**src/rtl/serial_prod_accum.sv**
```systemverilog
// Serial product deserialiser and accumulator: sums NUM_TERMS unsigned LSB-first products.
// Build option: define SERIAL_ACC_SATURATE_EN to clamp on overflow instead of wrapping.
module serial_prod_accum #(
    parameter int unsigned DATA_WIDTH = 4,
    parameter int unsigned NUM_TERMS  = 4,
    parameter int unsigned ACC_WIDTH  = 2*DATA_WIDTH+2
) (
    input  logic                 i_clk,
    input  logic                 i_rst,
    input  logic                 i_en,
    input  logic                 i_ser_din,
    input  logic                 i_ser_valid,
    output logic                 o_ser_ready,
    output logic [ACC_WIDTH-1:0] o_acc,
    output logic                 o_acc_valid,
    input  logic                 i_acc_ready,
    output logic                 o_ovf
);

    localparam int unsigned PROD_W = 2*DATA_WIDTH;
    localparam int unsigned BCNT_W = $clog2(PROD_W+1);
    localparam int unsigned TCNT_W = $clog2(NUM_TERMS+1);

    typedef enum logic [1:0] {S_IDLE, S_SHIFT, S_ACCUM, S_OUT} state_t;

    state_t                r_state;
    logic [PROD_W-1:0]     r_prod;
    logic [BCNT_W-1:0]     r_bcnt;
    logic [TCNT_W-1:0]     r_tcnt;
    logic [ACC_WIDTH-1:0]  r_acc;
    logic                  r_acc_valid;
    logic                  r_ovf;

    logic [ACC_WIDTH:0]    w_sum;
    logic                  w_carry;
    logic [ACC_WIDTH-1:0]  w_acc_next;
    logic [TCNT_W-1:0]     w_tcnt_inc;
    logic                  w_last_bit;

    // One extra bit of sum width exposes the carry-out used for overflow.
    assign w_sum      = {1'b0, r_acc} + (ACC_WIDTH+1)'(r_prod);
    assign w_carry    = w_sum[ACC_WIDTH];
    assign w_tcnt_inc = TCNT_W'(r_tcnt + TCNT_W'(1));
    assign w_last_bit = (r_bcnt == BCNT_W'(PROD_W-1));

`ifdef SERIAL_ACC_SATURATE_EN
    // Once clamped, the result stays at full scale until it is transferred.
    assign w_acc_next = (w_carry || r_ovf) ? {ACC_WIDTH{1'b1}} : w_sum[ACC_WIDTH-1:0];
`else
    assign w_acc_next = w_sum[ACC_WIDTH-1:0];
`endif

    assign o_ser_ready = !i_rst && i_en && ((r_state == S_IDLE) || (r_state == S_SHIFT));
    assign o_acc       = r_acc;
    assign o_acc_valid = r_acc_valid;
    assign o_ovf       = r_ovf;

    always_ff @(posedge i_clk) begin
        if (i_rst) begin
            r_state     <= S_IDLE;
            r_prod      <= '0;
            r_bcnt      <= '0;
            r_tcnt      <= '0;
            r_acc       <= '0;
            r_acc_valid <= 1'b0;
            r_ovf       <= 1'b0;
        end else if (i_en) begin
            case (r_state)
                S_IDLE: begin
                    if (i_ser_valid) begin
                        r_bcnt  <= '0;
                        r_state <= S_SHIFT;
                    end
                end
                S_SHIFT: begin
                    // LSB arrives first, so shift right and insert at the MSB.
                    r_prod <= {i_ser_din, r_prod[PROD_W-1:1]};
                    r_bcnt <= BCNT_W'(r_bcnt + BCNT_W'(1));
                    if (w_last_bit) begin
                        r_state <= S_ACCUM;
                    end
                end
                S_ACCUM: begin
                    r_acc  <= w_acc_next;
                    r_tcnt <= w_tcnt_inc;
                    if (w_carry) begin
                        r_ovf <= 1'b1;
                    end
                    if (w_tcnt_inc == TCNT_W'(NUM_TERMS)) begin
                        r_acc_valid <= 1'b1;
                        r_state     <= S_OUT;
                    end else begin
                        r_state <= S_IDLE;
                    end
                end
                S_OUT: begin
                    if (i_acc_ready) begin
                        r_acc       <= '0;
                        r_tcnt      <= '0;
                        r_ovf       <= 1'b0;
                        r_acc_valid <= 1'b0;
                        r_state     <= S_IDLE;
                    end
                end
                default: begin
                    r_state <= S_IDLE;
                end
            endcase
        end
    end

endmodule

```
**config.mk**
```make
export PLATFORM = sky130hd
export DESIGN_NAME = serial_prod_accum
export DESIGN_NICKNAME = d
export VERILOG_FILES = /design/src/rtl/serial_prod_accum.sv
export SDC_FILE = /design/constraint.sdc
export NUM_CORES = 1
export LEC_CHECK = 0
export ABC_AREA = 1
export CAP_MARGIN = 0
export CORE_MARGIN = 3
export CORE_UTILIZATION = 30
export CTS_BUF_LIST = sky130_fd_sc_hd__clkbuf_4
export CTS_CLUSTER_SIZE = 30
export DETAILED_ROUTE_END_ITERATION = 8
export DONT_BUFFER_PORTS = 1
export SYNTH_ARGS = -nofsm -noshare
export SYNTH_HDL_FRONTEND = slang
export SYNTH_SLANG_ARGS = --single-unit
export TNS_END_PERCENT = 5
```
**constraint.sdc**
```tcl
create_clock -name i_clk -period 2.3 [get_ports i_clk]
set_input_delay 0.115 -clock i_clk [delete_from_list [all_inputs] [get_ports i_clk]]
set_output_delay 0.115 -clock i_clk [all_outputs]
set_load 0.02 [all_outputs]
```
# ---- Word level (Yosys, flattened, before mapping)
# Index checks and enable logic that the tools add are counted.
# W data, S select, Z words.
dict set report totals {
  regBits 29
  inputBits 6
  output_inout_bits 13
  word_cells 49
}
dict set report classes {
  n_addsub 3
  n_eq_ne 10
  muxes 16
  n_reduce_logical 13
}
# operator n
set op_table {}
lappend op_table {{$pmux W10 S2} 1}
lappend op_table {{$reduce_and A4 Y1} 3}
lappend op_table {{$add A10 B8 Y11} 1}
lappend op_table {{$mux W10} 1}
lappend op_table {{$ne A2 B2 Y1 const B} 5}
lappend op_table {{$mux W2} 4}
lappend op_table {{$pmux W2 S4} 1}
lappend op_table {{$pmux W4 S2} 1}
lappend op_table {{$pmux W3 S2} 1}
lappend op_table {{$reduce_and A3 Y1} 2}
lappend op_table {{$add A4 B1 Y4 const B} 1}
lappend op_table {{$eq A2 B2 Y1 const B} 2}
lappend op_table {{$eq A4 B3 Y1 const B} 1}
lappend op_table {{$mux W4} 1}
lappend op_table {{$pmux W1 S2} 2}
lappend op_table {{$reduce_bool A2 Y1} 2}
lappend op_table {{$add A3 B1 Y3 const B} 1}
lappend op_table {{$eq A3 B3 Y1 const B} 1}
lappend op_table {{$mux W1} 3}
lappend op_table {{$mux W3} 1}
lappend op_table {{$eq A2 B1 Y1 const B} 1}
lappend op_table {{$logic_and A1 B1 Y1} 2}
lappend op_table {{$logic_not A2 Y1} 1}
lappend op_table {{$reduce_and A2 Y1} 1}
lappend op_table {{2 further kinds} 2}

# ---- Depth between registers and ports, before layout
dict set report depth {
  depth_word 4
  mapped_depth 11
  mapped_depth_nobuf 11
}

# ---- Worst setup path before layout
# OpenSTA, ideal clock, no wires.
dict set report synth_timing {
  path_type {register to register}
  start {register r_acc[0] (netlist: o_acc[0])}
  end {register r_ovf (netlist: o_ovf)}
  setup_time_ns 0.130
  arrival_ns 1.661
  t_required_ns 2.170
  setup_slack_ns 0.509
  path_stages_with_launch 12
  path_buffers 0
  period_less_slack_ns 1.791
  path_cell_list {dfxtp_1 > ha_1 > inv_1 > fa_1 > nor2_1 > nand2_1 > nand3_1 > nand2_1 > nand2_1 > nand2_1 > nand2_1 > a21oi_1}
}
dict set report synth_via {
  elab_chain_cells 3
}
# element line
set synth_lines {}
lappend synth_lines {{from (decl)} 30} ;# logic [ACC_WIDTH-1:0] r_acc;
lappend synth_lines {{from (signal assigned)} 84} ;# r_acc <= w_acc_next;
lappend synth_lines {{$add A10 B8 Y11} 41} ;# assign w_sum = {1'b0, r_acc} + (ACC_WIDTH+1)'(r_prod);
lappend synth_lines {{$ne A2 B2 Y1 (no source line)} n/a}
lappend synth_lines {{$reduce_and A4 Y1 (no source line)} n/a}
lappend synth_lines {{to (signal assigned)} 66} ;# r_ovf <= 1'b0;
lappend synth_lines {{to (signal assigned)} 87} ;# r_ovf <= 1'b1;
lappend synth_lines {{to (signal assigned)} 100} ;# r_ovf <= 1'b0;
lappend synth_lines {{to (decl)} 32} ;# logic r_ovf;
# Every way passes these cells.
# A chain may end at the register's enable or synchronous reset.

# ---- Worst setup path after layout
dict set report layout_timing {
  start {register r_state[0]}
  end {register r_prod[7]}
}
dict set report layout_via {
  elab_chain_cells 2
}
# element line
set layout_lines {}
lappend layout_lines {{from (decl)} 26} ;# state_t r_state;
lappend layout_lines {{from (signal assigned)} 60} ;# r_state <= S_IDLE;
lappend layout_lines {{from (signal assigned)} 72} ;# r_state <= S_SHIFT;
lappend layout_lines {{from (signal assigned)} 80} ;# r_state <= S_ACCUM;
lappend layout_lines {{$eq A2 B1 Y1} 68} ;# case (r_state)
lappend layout_lines {{$reduce_and A2 Y1 (no source line)} n/a}
lappend layout_lines {{to (signal assigned)} 77} ;# r_prod <= {i_ser_din, r_prod[PROD_W-1:1]};
lappend layout_lines {{to (decl)} 27} ;# logic [PROD_W-1:0] r_prod;
# Every way passes these cells.

==> out/qor.yml <==
status: "complete, no violations"
mostFrequentLayoutCells: "67 x nand2_1, 31 x a21oi_1, 29 x dfxtp_1, 23 x inv_1, 18 x nor2_1"
initial_utilization_pct: 31.4
clk_pin_slew_worst_paths_ns: 0.11
whs_ns: 0.0603
rsz0062_at_grt: "false"
root_buffer: "clkbuf_4"
critPathRequiredTime_ns: 2.60
clkPwrFrac_pct: 39.5
pwr-share-comb_pct: 10.6
ios: 19
reg2reg_depth: 7
syn_inst: 234
wl_met1_um: 1740
p_seq_share_pct: 49.9
r2r_setup_slack_ns: 0.46
grt_pass1_wl_um: 6540
top_layer: "met4"
die_x_um: 79.3
ir_drop_mv: 0.303
synth_top_cell_by_area: "dfxtp_1"
power.leakage_nw: 0.798
hold_path_end: "o_acc_valid"
nFillCells: 580
synthSimpleGateAreaFrac_pct: 30.7
skew_ns: 0.0104
routedWlPerCell_um: 11.8
wl_met3_um: 250
postCtsSetupRepairBufs: 0
slew_violations: 0
maxCapViolCount: 0
netlist_area_sq_um: 1610
tns_ns: 0
io_buffers: 0
fmax_mhz: 543
numCtsBuffers: 5
synth.area.mux_share_pct: 0
antenna_found_initial: 0
hold_viol: 0
routed-wl-met2_um: 1620
cts_tree: "yes"
avgSynthCellArea_sq_um: 6.89
via_per_inst: 4.61
cts_max_path_buffers: 2
setup_viol: 0
slew_headroom_pct: 53.4
htreeDepth: 2
reg2reg_from: "r_state[0]"
die_y_um: 79.3
yosysSeqAreaShare_pct: 36.0
worstPathMaxFanout: 10
wirelength_um: 3700
overflow: 0
hp-class: "input port to flip-flop"
p_per_area_nw_per_um2: 597
num_antenna_cells: 0
path_class: "flip-flop to flip-flop"
yosysUniqueCellTypes: 26
yosys_warnings: 0
synth_compound_area_share_pct: 15.8
die_area_sq_um: 6290
synth-seq-cells: 29
area_growth_pct: 12.2
synth.net_count: 252
clkLatencyLatePin_ns: 0.35
swShare_pct: 27.7
antenna_left: 0
r2r-end: "r_prod[7]"
drtIter0Drc: 111
p_switching_uw: 299
final_nets: 261
hold_depth: 4
synth_top_area_share_pct: 36.0
hp-start: "i_en"
hpwl_um: 2700
worstPathArrival_ns: 2.14
track_usage_pct: 13.3
route.detailed.drc: 0
drt_first_pass_iters: 4
rows: 26
clock_sinks: 29
worstSetupEndpointType: "flip-flop"
grt_start_max_net_pins: 17
core_sq_um: 5140
num_vias: 1446
synthXorXnorAreaFrac_pct: 0.543
synthTopCellsByArea: "dfxtp_1 36%, nand2_1 16%, a21oi_1 9.6%, ha_1 8.5%, inv_1 5.4%"
place_congestion: 0.803
layout-drive-gt1-share_pct: 9.84
period_needed_ns: 1.84
layout_commonest_cell: "nand2_1"
fin_util_pct: 35.2
synth_top_family_by_area: "simple AND/OR/NAND/NOR gates"
tightest_slew_ns: 0.697
internal_power_uw: 780
start_kind: "flip-flop"
synth_adder_area_share_pct: 9.78
min_period_over_period_pct: 80.1
grt_pass1_vias: 1420
## cell families (layout without fill, tap and decap cells)
group	Yosys count	after routing
AND/OR/NAND/NOR	116	116
adder cells (fa/ha/maj)	12	12
XOR/XNOR	1	1
AO/OA/AOI/OAI	46	46
buffers and inverters	30	40
flip-flops	29	29
## cell type report
type | count | area (sq um) | share of cell area (%)
multi-input cells | 175 | 916 | 50.7
flip-flops and latches | 29 | 581 | 32.1
inverters | 27 | 103 | 5.67
well taps | 70 | 87.6 | 4.84
repair buffers | 5 | 42.5 | 2.35
clock inverters | 3 | 41.3 | 2.28
clock buffers | 5 | 37.5 | 2.08
## repair_timing
item	4_1_cts	5_1_grt
gates resized for setup	0	0
endpoints found under the hold margin	16	0
hold buffers	2	0
## routing by layer
layer  vias to the layer above  global-route usage, %
met3                        10                   4.54
met4                         0                   5.84
li1                        781                      -
met1                       625                   16.6
met2                        30                   20.8
met5                         -                      0
## critical path: stages, from the launching register on
cell and delay (ns):
dfxtp_1 0.42, inv_1 0.09, nor2_2 0.18, nand2_2 0.19, inv_2 0.18, nand2_1 0.07
a21oi_1 0.11, dlygate4sd3_1 0.56
## state kept, by name, summed over array words and instances (netlist names)
name and count:
o_ovf 1, o_acc_valid 1, o_acc 10, r_tcnt 3
r_state 2, r_bcnt 4, r_prod 8
## worst max-delay path by stage
stage / start / endpoint / slack, ns
5_1_grt: o_acc[0] / o_acc[8] / 0.20
3_5_place_dp: o_acc[0] / o_ovf / 0.52
3_3_place_gp: o_acc[0] / o_acc[8] / 0.58
6_report: r_state[0] / r_prod[7] / 0.46
4_1_cts: o_acc[0] / o_ovf / 0.45
2_1_floorplan: o_acc[0] / o_ovf / 0.51
## Yosys cell counts
master    number
o211ai_2       1
nor2_2         1
or2_2          3
ha_1          11
o21bai_1       1
nor2_4         1
fa_1           1
nor3_1         6
buf_2          1
a21oi_1       31
nand3_1       14
nand2_1       67
clkbuf_1       2
clkinv_2       1
nor2_1        18
o21ai_0        9
xor2_1         1
inv_2          3
o21ai_4        1
nand2_2        3
dfxtp_1       29
and3_1         1
o211ai_1       1
inv_1         23
nand3b_1       2
o21ai_1        2
## power by group through the flow
stage | clock network (mW) | registers (mW) | logic (mW)
2_1_floorplan | 0 | 0.546 | 0.0887
3_3_place_gp | 0 | 0.550 | 0.107
3_5_place_dp | 0 | 0.550 | 0.107
4_1_cts | 0.436 | 0.539 | 0.115
5_1_grt | 0.461 | 0.542 | 0.132
6_report | 0.426 | 0.538 | 0.114
## per-stage QoR
step                      std cells  area, sq um  setup slack (ns)  power (mW)
after floorplan                 234         1610             0.509       0.635
after global placement          304         1710             0.579       0.657
after detailed placement        304         1710             0.519       0.657
after CTS                       314         1810             0.453        1.09
after global routing            314         1810             0.203        1.13
final                           314         1810             0.457        1.08
Note: power is estimated with default switching activity, not from simulation.
